===== config.mk =====
export PLATFORM = sky130hd
export DESIGN_NAME = irrigation_ctrl
export DESIGN_NICKNAME = d
export VERILOG_FILES = /design/src/rtl/irrigation_ctrl.sv
export SDC_FILE = /design/constraint.sdc
export NUM_CORES = 1
export LEC_CHECK = 0
export ABC_CLOCK_PERIOD_IN_PS = 2200
export BUFFER_PORTS_ARGS = -buffer_cell sky130_fd_sc_hd__buf_4
export CAP_MARGIN = 20
export CORE_ASPECT_RATIO = 2
export CORE_MARGIN = 4
export CORE_UTILIZATION = 60
export DETAILED_ROUTE_END_ITERATION = 6
export HOLD_SLACK_MARGIN = 0.08
export PLACE_DENSITY = 0.76
export REMOVE_ABC_BUFFERS = 1
export SYNTH_ARGS = -nofsm -noshare
export SYNTH_HDL_FRONTEND = slang
export SYNTH_SLANG_ARGS = --single-unit

===== constraint.sdc =====
create_clock -name clk -period 2.2 [get_ports clk]
set_clock_uncertainty 0.05 [all_clocks]
set_input_delay 0.44 -clock clk [delete_from_list [all_inputs] [get_ports clk]]
set_output_delay 0.44 -clock clk [all_outputs]
set_load 0.1 [all_outputs]

===== src/rtl/irrigation_ctrl.sv =====
// Valve decision stage ahead of the servo PWM: synchronises and debounces the rain and
// soil sensors, then runs the watering FSM that drives angle_sel (0 = open, 1 = closed).
module irrigation_ctrl #(
    parameter int DEBOUNCE_CYCLES  = 500_000,
    parameter int MAX_WATER_CYCLES = 1_500_000_000,
    parameter int COOLDOWN_CYCLES  = 250_000_000,
    parameter int RAIN_HOLD_CYCLES = 500_000_000,
    parameter int CNT_W            = 32
) (
    input  logic       clk,
    input  logic       reset_n,
    input  logic       rain_raw,
    input  logic       soil_dry_raw,
    output logic       angle_sel,
    output logic       watering,
    output logic       rain_det,
    output logic [1:0] state,
    output logic       timeout_pulse
);

    localparam logic [1:0] S_IDLE      = 2'b00;
    localparam logic [1:0] S_WATERING  = 2'b01;
    localparam logic [1:0] S_RAIN_HOLD = 2'b10;
    localparam logic [1:0] S_COOLDOWN  = 2'b11;

    localparam int DB_W = $clog2(DEBOUNCE_CYCLES + 1);
    localparam logic [DB_W-1:0]  DB_LAST  = DB_W'(DEBOUNCE_CYCLES - 1);
    localparam logic [CNT_W-1:0] MAX_LAST = CNT_W'(MAX_WATER_CYCLES - 1);
    localparam logic [CNT_W-1:0] CD_LAST  = CNT_W'(COOLDOWN_CYCLES - 1);
    localparam logic [CNT_W-1:0] RH_LAST  = CNT_W'(RAIN_HOLD_CYCLES - 1);

    // Index 0 = rain, index 1 = soil dry.
    logic [1:0]            sync1_q, sync2_q;
    logic [1:0]            db_q, db_d;
    logic [1:0][DB_W-1:0]  db_cnt_q, db_cnt_d;

    logic [1:0]       state_q, state_d;
    logic [CNT_W-1:0] timer_q, timer_d;
    logic             angle_sel_q, angle_sel_d;
    logic             watering_q, watering_d;
    logic             timeout_q, timeout_d;

    logic rain_db, dry_db;
    assign rain_db = db_q[0];
    assign dry_db  = db_q[1];

    always_comb begin
        db_d     = db_q;
        db_cnt_d = db_cnt_q;
        for (int i = 0; i < 2; i++) begin
            if (sync2_q[i] == db_q[i]) begin
                db_cnt_d[i] = '0;
            end else if (db_cnt_q[i] == DB_LAST) begin
                db_d[i]     = sync2_q[i];
                db_cnt_d[i] = '0;
            end else begin
                db_cnt_d[i] = db_cnt_q[i] + DB_W'(1);
            end
        end
    end

    always_comb begin
        state_d   = state_q;
        timer_d   = timer_q + CNT_W'(1);
        timeout_d = 1'b0;
        case (state_q)
            S_IDLE: begin
                // Idle does not time anything; parking the timer keeps it from wrapping.
                timer_d = '0;
                if (rain_db)     state_d = S_RAIN_HOLD;
                else if (dry_db) state_d = S_WATERING;
            end
            S_WATERING: begin
                if (rain_db)        state_d = S_RAIN_HOLD;
                else if (!dry_db)   state_d = S_COOLDOWN;
                else if (timer_q == MAX_LAST) begin
                    state_d   = S_COOLDOWN;
                    timeout_d = 1'b1;
                end
            end
            S_RAIN_HOLD: begin
                if (rain_db)                 timer_d = '0;
                else if (timer_q == RH_LAST) state_d = S_IDLE;
            end
            S_COOLDOWN: begin
                if (rain_db)                 state_d = S_RAIN_HOLD;
                else if (timer_q == CD_LAST) state_d = S_IDLE;
            end
            default: state_d = S_IDLE;
        endcase
        if (state_d != state_q) timer_d = '0;
        angle_sel_d = (state_d != S_WATERING);
        watering_d  = (state_d == S_WATERING);
    end

    always_ff @(posedge clk or negedge reset_n) begin
        if (!reset_n) begin
            sync1_q     <= '0;
            sync2_q     <= '0;
            db_q        <= '0;
            db_cnt_q    <= '0;
            state_q     <= S_IDLE;
            timer_q     <= '0;
            angle_sel_q <= 1'b1;
            watering_q  <= 1'b0;
            timeout_q   <= 1'b0;
        end else begin
            sync1_q     <= {soil_dry_raw, rain_raw};
            sync2_q     <= sync1_q;
            db_q        <= db_d;
            db_cnt_q    <= db_cnt_d;
            state_q     <= state_d;
            timer_q     <= timer_d;
            angle_sel_q <= angle_sel_d;
            watering_q  <= watering_d;
            timeout_q   <= timeout_d;
        end
    end

    assign angle_sel     = angle_sel_q;
    assign watering      = watering_q;
    assign rain_det      = rain_db;
    assign state         = state_q;
    assign timeout_pulse = timeout_q;

endmodule


### After elaboration in Yosys (flattened, before gate mapping)

Index checks and enable logic that the tools add are counted.

* register bits after elaboration: 81
* input bits: 4
* output and inout port bits: 6

* bitwise operators: 2
* add/sub/neg operators: 3
* reduce and logical (&&, ||, !) cells: 3
* mux-type cells: 21
* equality and inequality tests: 13

Operator list (count)
* two-way mux 19 bit: 4
* two-way mux 32 bit: 2
* case mux 32 bit (2 select lines): 1
* adder 19 x 1 -> 19 bit, second input constant: 2
* == test 19 bit, second input constant: 2
* adder 32 x 1 -> 32 bit, second input constant: 1
* == test 32 x 28 -> 1 bit, second input constant: 1
* == test 32 x 29 -> 1 bit, second input constant: 1
* == test 32 x 31 -> 1 bit, second input constant: 1
* two-way mux 2 bit: 9
* case mux 2 bit (4 select lines): 1
* == test 2 x 1 -> 1 bit, second input constant: 2
* == test 2 bit, second input constant: 2
* two-way mux 1 bit: 4
* AND reduction 2 bit: 2
* == test 1 bit: 2
* zero test 2 bit: 1
* != test 2 x 1 -> 1 bit, second input constant: 1
* != test 2 bit: 1
* inverter 1 bit: 2

### Depth between registers and ports, before layout

* depth in word-level cells: 7
* gate-level depth with buffers: 7
* mapped depth without buffers: 6

### Worst setup path after synthesis

OpenSTA, ideal clock, no wires.

* path kind: flip-flop to flip-flop
* start: register state_q[1] (netlist: state[1])
* end: register timer_q[21]
* period minus slack after synthesis: 2325 ps
* cell stages (with the launch flop): 7
* setup time: 129 ps
* setup slack: -125 ps
* arrival: 2147 ps
* required time: 2021 ps
* cell sequence: dfrtp_1 > nor4bb_1 > and4b_1 > nand4_1 > a32oi_4 > buf_4 > a21oi_1

* cells in the longest elaborated chain, start to end: 6
* elaborated cells between the ends (all ways): 17
* classes of those cells: eq/ne (4); mux (12); reduce/logical (1)

Ends and longest elaborated chain
* from (decl): line 37 `logic [1:0] state_q, state_d;`
* from (signal assigned): line 112 `state_q <= state_d;`
* two-way mux 2 bit: line 76 `else if (timer_q == MAX_LAST) begin`
* two-way mux 2 bit: line 75 `else if (!dry_db) state_d = S_COOLDOWN;`
* two-way mux 2 bit: line 74 `if (rain_db) state_d = S_RAIN_HOLD;`
* case mux 2 bit (4 select lines): line 66 `case (state_q)`
* != test 2 bit: line 91 `if (state_d != state_q) timer_d = '0;`
* two-way mux 32 bit *: line 91
* named net timer_d[21]: line 38 `logic [CNT_W-1:0] timer_q, timer_d;`
* to (signal assigned): line 113 `timer_q <= timer_d;`
* to (decl): line 38

Mark *: on every way through the listed nets, which the timed path passes. The rest lies on a longest branch.
A chain may end at the register's enable or synchronous reset.

### Final worst setup path

* start: register timer_q[0]
* end: register timer_q[28]

* cells in the longest elaborated chain, start to end: 7
* elaborated cells between the ends (all ways): 16
* classes of those cells: add/sub (1); eq/ne (4); mux (11)

Ends and longest elaborated chain (line)
* parallel branches: the longest is 6 deep, another holds adder 32 x 1 -> 32 bit
* two-way mux 32 bit *: 91
* named net timer_d[28]: 38

Mark *: on every way through the listed nets, which the timed path passes.

==> impl_metrics.py <==
metrics = {
    "run_status": {
        "run_status": "complete, no violations",
    },
    "setup_path": {
        "arrival_ns": 2.31,
        "startpoint": "timer_q[0]$_DFF_PN0_",
        "cpPeakStageDelay_ns": 0.74,
        "cp-end-kind": "flip-flop",
        "rr_startpoint": "timer_q[0]$_DFF_PN0_",
        "path_cells": "ha_1 > nand3_2 > or4_1 > nor4_2 > xnor2_1 > a21oi_2",
        "cp.required_ns": 2.39,
        "critPathMaxFanout": 7,
        "critPathKind": "reg -> reg",
        "critical_path.slowest_cell": "or4_1",
        "cp-start-kind": "flip-flop",
    },
    "layout": {
        "layout_commonest_cell": "dfrtp_1",
        "fin_util": 0.7122,
        "final_cell_mix": "dfrtp_1 (80), nor2_1 (51), xnor2_1 (48), nand2_1 (29), a21oi_1 (27)",
        "final-seq-area_um2": 2028,
        "final_layout_size_suffix_gt1_frac": 0.1629,
        "multiInputGateArea_um2": 2027,
        "synthToLayoutAreaGrowth_pct": 14.61,
        "final_nets": 450,
        "fin_cells": 536,
        "num_antenna_cells": 0,
        "fill_cells": 559,
    },
    "power": {
        "internal-power_mw": 2.459,
        "power_density_nw_per_um2": 647.6,
        "p_sw_frac": 0.2075,
        "power_frac_comb": 0.023,
        "seqPwrFrac": 0.488,
        "power.leakage_nw": 1.821,
        "ir_worst_vdd_uv": 639.5,
        "power_switching_mw": 0.6437,
        "clock_power_share": 0.489,
    },
    "sta": {
        "setup_viol": 0,
        "drv_slew": 0,
        "period_share": 0.9649,
        "tns_ns": 0,
        "max_slew_margin": 0.6890,
        "hold_ws_ns": 0.1532,
        "max_freq_ghz": 0.4711,
        "rsz0062_at_grt": "false",
        "hold_violations": 0,
        "layout_min_cycle_time_ns": 2.123,
        "worst_slack_ns": 0.07722,
        "tightest_slew_ns": 0.4622,
    },
    "synth": {
        "synth.area.top_cells": "dfrtp_1 (48%), xnor2_1 (10%), nor2_1 (4.6%)",
        "synth_area_um2": 4180,
        "async_flop_share": 1.000,
        "syn_inst": 416,
        "synth_top_area_cell": "dfrtp_1",
        "synth_sequential_area_ratio": 0.4852,
        "synthDistinctLibCells": 49,
        "yosysWarningCount": 0,
        "avgSynthCellArea_um2": 10.05,
        "ys_seq_elements": 81,
        "synth_flop_cell": "dfrtp_1",
        "synth_edf_count": 0,
        "synth.top_cell.area_share": 0.4789,
    },
    "drt": {
        "ant_nets": 0,
        "route.detailed.drc": 0,
        "via_per_inst": 5.916,
        "wl_per_cell_um": 17.75,
        "vias": 3171,
        "routed_wl_um": 9516,
        "drtPass1Iterations": 4,
        "drt_iter0_markers": 191,
    },
    "clock_network": {
        "numCtsBuffers": 9,
        "htree_levels": 3,
        "cts_tree": "done",
        "root_buffer": "clkbuf_16",
        "clock_sinks": 81,
        "insertion_delay_ns": 0.35,
        "clockBufferDepth": 2,
        "clk_pin_slew_ns": 0.06,
    },
    "place": {
        "port_buffers": 9,
        "post-place-cells": 518,
        "place_ws_ns": 0.1037,
        "dp_hpwl_um": 6739,
        "gp_congestion": 0.9587,
    },
    "worst_hold_path": {
        "hold_path_startpoint": "soil_dry_raw",
        "hold_path.class": "in -> reg",
    },
    "global_routing": {
        "grt.overflow.total": 0,
        "grt_use_total": 0.2459,
        "antenna_found_initial": 0,
        "grt_pass1_wl_um": 15660,
        "grt_pass1_vias": 3305,
        "grt_max_degree": 53,
    },
    "die": {
        "start_util": 0.6215,
        "fp.dieH_um": 126.0,
        "row_count": 42,
        "dieWidth_um": 67.02,
        "ios": 10,
        "core_area_um2": 6726,
        "dieArea_um2": 8447,
    },
    "run": {
        "cap_violations": 0,
    },
}
[path summary, 6_finish.rpt]
path / endpoint / slack (ns) / cells after the start
min in group asynchronous: db_q[1]$_DFFE_PN0P_ / 0.51 / 2
setup / recovery: timer_q[28]$_DFF_PN0_ / 0.08 / 6
hold reg to reg: sync2_q[0]$_DFF_PN0_ / 0.30 / 0
max in group asynchronous: db_cnt_q[0]$_DFF_PN0_ / 0.99 / 3
hold / removal: sync1_q[1]$_DFF_PN0_ / 0.15 / 1
setup reg to reg: timer_q[28]$_DFF_PN0_ / 0.08 / 6
[cell usage after synthesis (6+ instances only)]
cell     count
nand4_1     12
nor4_2       6
nand2_1     29
nand3_1     24
nor2b_1      8
a21oi_1     27
dfrtp_1     80
and4_1       6
xnor2_1     48
nor3_1      14
buf_2        6
nor2_1      51
nor4_1      12
inv_1       13
xor2_1      17
[metal layers]
metal  vias up  track usage  part of all wire
li1       1497            -                 -
met1      1566       0.2481              0.35
met2        65       0.4205              0.55
met3        43      0.05615             0.033
met4         0       0.1806             0.065
met5         -            0                 0
[layout make-up]
type	instances	area share
Sequential cell	81	0.4233
Multi-Input combinational cell	309	0.4231
Timing Repair Buffer	29	0.05641
Clock buffer	11	0.05276
Tap cell	88	0.02298
Clock inverter	5	0.01123
Inverter	13	0.01019
[critical path, delay by kind of cell (launching register included)]
family / cells / cell delay [ns]
xor gates and xnor gates: 1 / 0.18
and+or+nand+nor: 3 / 1.13
adders and majority gates: 1 / 0.23
AOI/OAI and AO/OA: 1 / 0.04
DFF: 1 / 0.39
[state kept, by name (all words and copies together) (netlist names), 2 cells and up]
register / cells
sync1_q: 2
state: 2
sync2_q: 2
db_q: 2
timer_q: 32
db_cnt_q: 38
[what timing repair did]
item                                    in CTS  in global routing
resized for setup                            0                  1
endpoints found under the setup margin       0                 30
buffers inserted                             0                  1
hold buffers                                 1                  0
endpoints found under the hold margin       28                  0
[metrics by stage]
step / power (mW) / cell area [µm²]
final: 3.103 / 4791
after global routing: 3.200 / 4791
after CTS: 3.132 / 4780
after detailed placement: 1.612 / 4463
after global placement: 1.608 / 4463
after floorplan: 1.564 / 4100
[logic make-up (layout without fill, tap and decap cells)]
family	count (synthesis)	in the layout	share of synthesized area
XOR/XNOR	65	65	0.1362
AO/OA/AOI/OAI	40	40	0.06076
AND/OR/NAND/NOR	199	199	0.2727
flip-flops	81	81	0.4852
multiplexers	2	2	0.005387
adder cells (fa/ha/maj)	3	3	0.008980
buffers and inverters	26	58	0.03083
[power groups by stage]
stage | registers, mW | logic [mW] | clock network (mW)
final | 1.51 | 0.0699 | 1.52
after global routing | 1.51 | 0.0816 | 1.60
after CTS | 1.51 | 0.0730 | 1.54
after detailed placement | 1.54 | 0.0705 | 0
after global placement | 1.54 | 0.0685 | 0
after floorplan | 1.54 | 0.0250 | 0
Power figures use the tool's default switching activity.
